==> config.mk <==
export PLATFORM = sky130hd
export DESIGN_NAME = inv_factorial_seq
export DESIGN_NICKNAME = d
export VERILOG_FILES = /design/src/rtl/invfact_pkg.sv /design/src/rtl/fact_step.sv /design/src/rtl/inv_factorial_seq.sv
export SDC_FILE = /design/constraint.sdc
export NUM_CORES = 1
export LEC_CHECK = 0
export BUFFER_PORTS_ARGS = -buffer_cell sky130_fd_sc_hd__buf_2
export CORE_ASPECT_RATIO = 1.1
export CORE_MARGIN = 2
export CORE_UTILIZATION = 35
export DETAILED_ROUTE_END_ITERATION = 8
export PLACE_DENSITY = 0.5
export SLEW_MARGIN = 20
export SYNTH_ARGS = -nofsm -noshare
export SYNTH_HDL_FRONTEND = slang
export SYNTH_HIERARCHICAL = 1
export SYNTH_SLANG_ARGS = --single-unit
==> constraint.sdc <==
create_clock -name clk -period 23.4 [get_ports clk]
set_input_delay 4.68 -clock clk [delete_from_list [all_inputs] [get_ports clk]]
set_output_delay 4.68 -clock clk [all_outputs]
set_load 0.02 [all_outputs]
==> src/rtl/invfact_pkg.sv <==
// invfact_pkg: shared constants, FSM state type and golden factorial for the inverse-factorial engine.
package invfact_pkg;
    localparam int WIDTH = 32;
    localparam int NW = 4;
    localparam int NMAX = 12;
    typedef enum logic {IDLE, CALC} state_t;
    // 0! is defined as 0 here so that value 0 maps to n=0 exactly.
    function automatic logic [63:0] fact_ref(input int unsigned k);
        logic [63:0] f;
        if (k == 0) return 64'd0;
        f = 64'd1;
        for (int unsigned i = 2; i <= k; i++) f = f * 64'(i);
        return f;
    endfunction
endpackage

==> src/rtl/fact_step.sv <==
// fact_step: widened next-factorial multiply and stop compare for one iteration.
module fact_step #(
    parameter int WIDTH = invfact_pkg::WIDTH,
    parameter int NW = invfact_pkg::NW,
    parameter int NMAX = invfact_pkg::NMAX
) (
    input  logic [WIDTH-1:0]    prod,
    input  logic [NW-1:0]       k,
    input  logic [WIDTH-1:0]    val,
    output logic [WIDTH+NW-1:0] nxt,
    output logic                stop
);
    // k+1 never exceeds NMAX+1, so WIDTH+NW bits hold the product without wrap.
    assign nxt = {{NW{1'b0}}, prod} * ((WIDTH+NW)'(k) + (WIDTH+NW)'(1));
    assign stop = (k == NW'(NMAX)) || (nxt > {{NW{1'b0}}, val});
endmodule

==> src/rtl/inv_factorial_seq.sv <==
// inv_factorial_seq: finds largest n with n! <= value, one multiply-compare step per clock.
module inv_factorial_seq #(
    parameter int WIDTH = invfact_pkg::WIDTH,
    parameter int NW = invfact_pkg::NW,
    parameter int NMAX = invfact_pkg::NMAX
) (
    input  logic             clk,
    input  logic             reset,
    input  logic             start,
    input  logic [WIDTH-1:0] value,
    output logic             busy,
    output logic             done,
    output logic [NW-1:0]    n,
    output logic             exact
);
    import invfact_pkg::*;

    state_t state, state_nxt;
    logic [WIDTH-1:0] prod, val;
    logic [NW-1:0] k;
    logic [WIDTH+NW-1:0] nxt;
    logic stop, accept, fin, adv;

    fact_step #(.WIDTH(WIDTH), .NW(NW), .NMAX(NMAX)) u_step (
        .prod(prod),
        .k(k),
        .val(val),
        .nxt(nxt),
        .stop(stop)
    );

    always_ff @(posedge clk) begin
        if (reset) state <= IDLE;
        else state <= state_nxt;
    end

    always_comb begin
        state_nxt = state;
        if (accept) state_nxt = CALC;
        else if (fin) state_nxt = IDLE;
    end

    always_comb begin
        busy = (state == CALC);
        accept = (state == IDLE) && start;
        fin = busy && ((val == '0) || stop);
        adv = busy && !fin;
    end

    always_ff @(posedge clk) begin
        if (reset) begin
            prod <= '0;
            val <= '0;
            k <= '0;
            done <= 1'b0;
            n <= '0;
            exact <= 1'b0;
        end else begin
            done <= fin;
            if (accept) begin
                val <= value;
                prod <= WIDTH'(1);
                k <= NW'(1);
            end else if (adv) begin
                prod <= nxt[WIDTH-1:0];
                k <= k + NW'(1);
            end
            if (fin) begin
                n <= (val == '0) ? '0 : k;
                exact <= (val == '0) ? 1'b1 : (prod == val);
            end
        end
    end
endmodule

## Yosys cells after proc, flatten, opt, wreduce, memory -nomap -nowiden

Cells that the tools add are included.

| word-level totals | value |
|---|---|
| output and inout bits | 7 |
| bits in registers | 75 |
| logic and storage cells | 34 |

| cells by class | value |
|---|---|
| multipliers | 1 |
| bitwise logic cells | 1 |
| add/subtract/negate cells | 2 |
| reductions and logical operators | 10 |
| multiplexer cells | 8 |
| magnitude comparators | 1 |
| equal/unequal tests | 2 |

Operators with widths:

| operator | count |
|---|---|
| $gt 36x32->1 | 1 |
| $mul 32x5->36 | 1 |
| $eq 32x32->1 | 1 |
| $logic_not 32->1 | 1 |
| $mux 1 | 7 |
| $add 4x1->5 const B | 1 |
| $add 4x1->4 const B | 1 |
| $eq 4x4->1 const B | 1 |
| $mux 4 | 1 |
| $reduce_bool 2->1 | 2 |
| $logic_and 1x1->1 | 3 |
| $logic_or 1x1->1 | 2 |
| $reduce_or 2->1 | 1 |
| $logic_not 1->1 | 1 |
| $not 1->1 | 1 |

## Depth between registers and ports, before layout

| depth | value |
|---|---|
| depth in word-level cells | 10 |
| depth in mapped cells | 34 |
| depth with buffers taken out | 31 |

## Cells and area by module

Netlist, hierarchy kept.

Modules (own cells, without submodules):

| module | cells an instance | area an instance (um2) | times used | sequential area each (um2) |
|---|---|---|---|---|
| fact_step | 759 | 5944.5 | 1 | 0.0 |
| inv_factorial_seq | 344 | 3064.2 | 1 | 1501.4 |

## Worst setup path after synthesis

OpenSTA, ideal clock, no wires.

| path | value |
|---|---|
| path kind | reg2reg |
| from | register k[0] |
| to | register k[1] |
| cell stages (with the launch flop) | 33 |
| buffers on the path | 3 |
| path slack | 15556 ps |
| required time | 23272 ps |
| data arrival time | 7717 ps |
| cell sequence | dfxtp_1 -> ha_1 -> and3_1 -> clkbuf_1 -> and2_1 -> fa_1 -> fa_1 -> inv_1 -> fa_1 -> inv_1 -> ha_1 -> a21o_1 -> a21oi_1 -> a21oi_1 -> or2_2 -> o41ai_2 -> o21ai_1 -> xor2_1 -> ha_1 -> and3_1 -> nand4_1 -> or3_1 -> or3_1 -> a32oi_1 -> o21ai_1 -> or4_1 -> or3_1 -> nor2b_1 -> o21ai_2 -> buf_6 -> buf_6 -> mux2i_1 -> nor2_1 |

| between the ends | value |
|---|---|
| word-level cells in the longest chain between the ends | 8 |
| elaborated cells between the ends (all ways) | 10 |

RTL lines:

| what | RTL line | RTL |
|---|---|---|
| start: declaration | inv_factorial_seq.sv:20 | `logic [NW-1:0] k;` |
| start signal: assignment | inv_factorial_seq.sv:66 | `k <= k + NW'(1);` |
| $add 4x1->5 | fact_step.sv:14 | `assign nxt = {{NW{1'b0}}, prod} * ((WIDTH+NW)'(k) + (WIDTH+NW)'(1));` |
| $mul 32x5->36 | fact_step.sv:14 |  |
| net nxt[19] | inv_factorial_seq.sv:21 | `logic [WIDTH+NW-1:0] nxt;` |
| $gt 36x32->1 | fact_step.sv:15 | `assign stop = (k == NW'(NMAX)) \|\| (nxt > {{NW{1'b0}}, val});` |
| $logic_or 1x1->1 | fact_step.sv:15 |  |
| net stop | inv_factorial_seq.sv:22 | `logic stop, accept, fin, adv;` |
| $logic_or 1x1->1 | inv_factorial_seq.sv:46 | `fin = busy && ((val == '0) \|\| stop);` |
| $logic_and 1x1->1 | inv_factorial_seq.sv:46 |  |
| $logic_not 1->1 | inv_factorial_seq.sv:47 | `adv = busy && !fin;` |
| $logic_and 1x1->1 | inv_factorial_seq.sv:47 |  |

The timed path passes the listed nets, and every way through them passes these cells.
A chain may end at the register's enable or synchronous reset.

## Final worst setup path

| path | value |
|---|---|
| from | register k[0] |
| to | register prod[27] |

| between the ends | value |
|---|---|
| word-level cells in the longest chain between the ends | 8 |
| elaborated cells between the ends (all ways) | 9 |

RTL lines:

| what | RTL line | RTL |
|---|---|---|
| $add 4x1->5 | fact_step.sv:14 |  |
| $mul 32x5->36 | fact_step.sv:14 |  |
| net nxt[21] | inv_factorial_seq.sv:21 |  |
| $gt 36x32->1 | fact_step.sv:15 |  |
| $logic_or 1x1->1 | fact_step.sv:15 |  |
| net stop | inv_factorial_seq.sv:22 |  |
| $logic_or 1x1->1 | inv_factorial_seq.sv:46 |  |
| $logic_and 1x1->1 | inv_factorial_seq.sv:46 |  |
| $logic_not 1->1 | inv_factorial_seq.sv:47 |  |
| $logic_and 1x1->1 | inv_factorial_seq.sv:47 |  |
| end signal: assignment | inv_factorial_seq.sv:65 | `prod <= nxt[WIDTH-1:0];` |
| end: declaration | inv_factorial_seq.sv:19 | `logic [WIDTH-1:0] prod, val;` |

The timed path passes the listed nets, and every way through them passes these cells.

==> out/qor.txt <==
Most used cell, CP: fa_1
Net count reported at finish: 1321
Syn_nets: 1305
Worst-path clk slew: 0.06 ns
Status: finished clean
Detailed Route WL: 25.4 mm
Final setup viols: 0
Slowest-stage cell, CP: xnor2_2
PwrDens: 34.8 mW/mm^2
Final Instance Area: 0.00986 mm^2
Post-layout min period: 9.59 ns
CTS tree: yes
Vias in the first global route: 7648
Fillers: 2651
Clock Path Buffers: 2
Starting DRT DRC Count: 461
Data arrival time of the critical path: 9.79 ns
CP endpoint kind: flip-flop
Root Driver: clkbuf_16
Num CTS Buffers: 9
DR DRC count: 0
# H-tree levels: 3
Req. time, crit path: 23.60 ns
Max VDD drop: 0.0345 mV
Setup Skew: 0.00698 ns
GRT Util Overall: 19.9%
Worst stage delay on the critical path: 0.76 ns
Mean post-synth cell area: 8.17 um^2
GPL Wtd Cong: 0.914
I/O pins: 42
Endpoints failing hold: 0
Post-route non-filler standard cell count: 1469
Die Ht: 172 um
Core Util, Final: 39.0%
TritonRoute pass-1 iters: 5
CP Max Fanout: 24
Postcts setup bufs: 0
Setup WS pre-CTS: 13.84 ns
First-pass GRT wire length: 42.1 mm
HPWL Detailed: 20.2 mm
Core Box Area: 0.0253 mm^2
Synth-to-Final Area Change: 9.56%
Rows: 61
Setup TNS: 0 ns
Yosys warning total: 6
Period utilisation layout: 41.0%
Drt wl/cell: 17.3 um
Final hold slack: 0.476 ns
Worst-Skew Late Latency: 0.34 ns
Placed Area: 0.00953 mm^2
Share of cells above drive strength 1: 6.68%
Via Count: 7397
Die extent in x: 157 um
Number of max-cap violations: 0
RSZ-0062 raised after global routing: no
Mapped Cells: 1102
Initial antenna violation count: 0
GR Overflow Total: 0
P_leak: 4.83 nW
Largest net degree at the start of global routing: 42
Final Max Tran Viols: 0
Least-Margin Pin Slew: 0.914 ns
Clk sinks: 75
Cts repair resizes: 0
Ant. Diodes: 0
PortBufs: 41
Critical path launch point type: flip-flop
Starting density of the core: 35.6%
Tot Pwr: 0.343 mW
Final WS setup: 13.81 ns
Hold Crit Depth: 2
Worst Reg-to-Reg Cells: 31
DP Cell Count: 1453
Slew HR: 38.7%
Die ar.: 0.0270 mm^2
Synth Cell Area: 0.00900 mm^2
WS Path Type: reg2reg
Avg Vias per Cell: 5.04
ANT nets after route: 0
Max Fclk: 104 MHz
Post-CTS Hold Buffers: 0
Worst hold path type: reg2reg
==> worst paths after layout <==
check / end / startpoint / slack (ns)
setup reg to reg: prod[27]$_SDFFE_PP0P_ / k[0]$_SDFFE_PP0P_ / 13.81
setup / recovery: prod[27]$_SDFFE_PP0P_ / k[0]$_SDFFE_PP0P_ / 13.81
hold / removal: exact$_SDFFE_PP0P_ / exact$_SDFFE_PP0P_ / 0.48
hold reg to reg: exact$_SDFFE_PP0P_ / exact$_SDFFE_PP0P_ / 0.48
==> per-layer routing <==
layer	vias up	share of wire (%)	track usage, %
li1	3626	-	-
met1	3601	48	27.7
met2	139	47	33.1
met3	31	2.8	1.43
met4	0	2.1	5.78
met5	-	0	0
==> worst max-delay path, delay by kind of cell, from the launching register on <==
family | cells | cell delay [ns]
flops | 1 | 0.74
simple gates | 7 | 1.90
compound gates | 13 | 2.88
mux | 1 | 0.19
buf+inv | 3 | 0.44
xor+xnor | 2 | 1.03
fa+ha+maj | 5 | 2.23
==> state kept, by name, summed over array words and instances, names as in the netlist <==
register and cells:
prod 32, val 32, k 4, n 4
busy 1, done 1, exact 1
==> area by class of cell <==
cell class | instances | area, um^2 | share of cell area [%]
Multi-Input combinational cell | 832 | 6770 | 68.7
Clock inverter | 4 | 72.6 | 0.736
Tap cell | 346 | 433 | 4.39
Sequential cell | 75 | 1500 | 15.2
Timing Repair Buffer | 48 | 258 | 2.61
Clock buffer | 12 | 256 | 2.60
Inverter | 152 | 571 | 5.78
==> power breakdown <==
| part | internal, mW | leakage [nW] | switching [mW] | total (mW) |
|---|---|---|---|---|
| combinational | 0.0181 | 4.06 | 0.0304 | 0.0485 |
| sequential | 0.132 | 0.610 | 0.00813 | 0.140 |
| clock | 0.0991 | 0.159 | 0.0556 | 0.155 |
| total | 0.249 | 4.83 | 0.0941 | 0.343 |
==> cell usage in the layout (no fill, tap or decap), types with 7 or more instances in the layout <==
cell	instances
o21ai_0	21
o21ai_1	7
inv_1	151
clkbuf_16	9
a21oi_1	74
ha_1	78
nand3_1	11
mux2i_1	32
nand4_1	23
nand2_1	138
nor2b_1	13
nor2_1	54
fa_1	89
xnor2_1	55
xor2_1	9
a21o_1	22
nor4_1	11
and3_1	8
dfxtp_1	75
and2_1	108
buf_4	7
buf_2	41
Note: power is estimated with default switching activity, not from simulation.
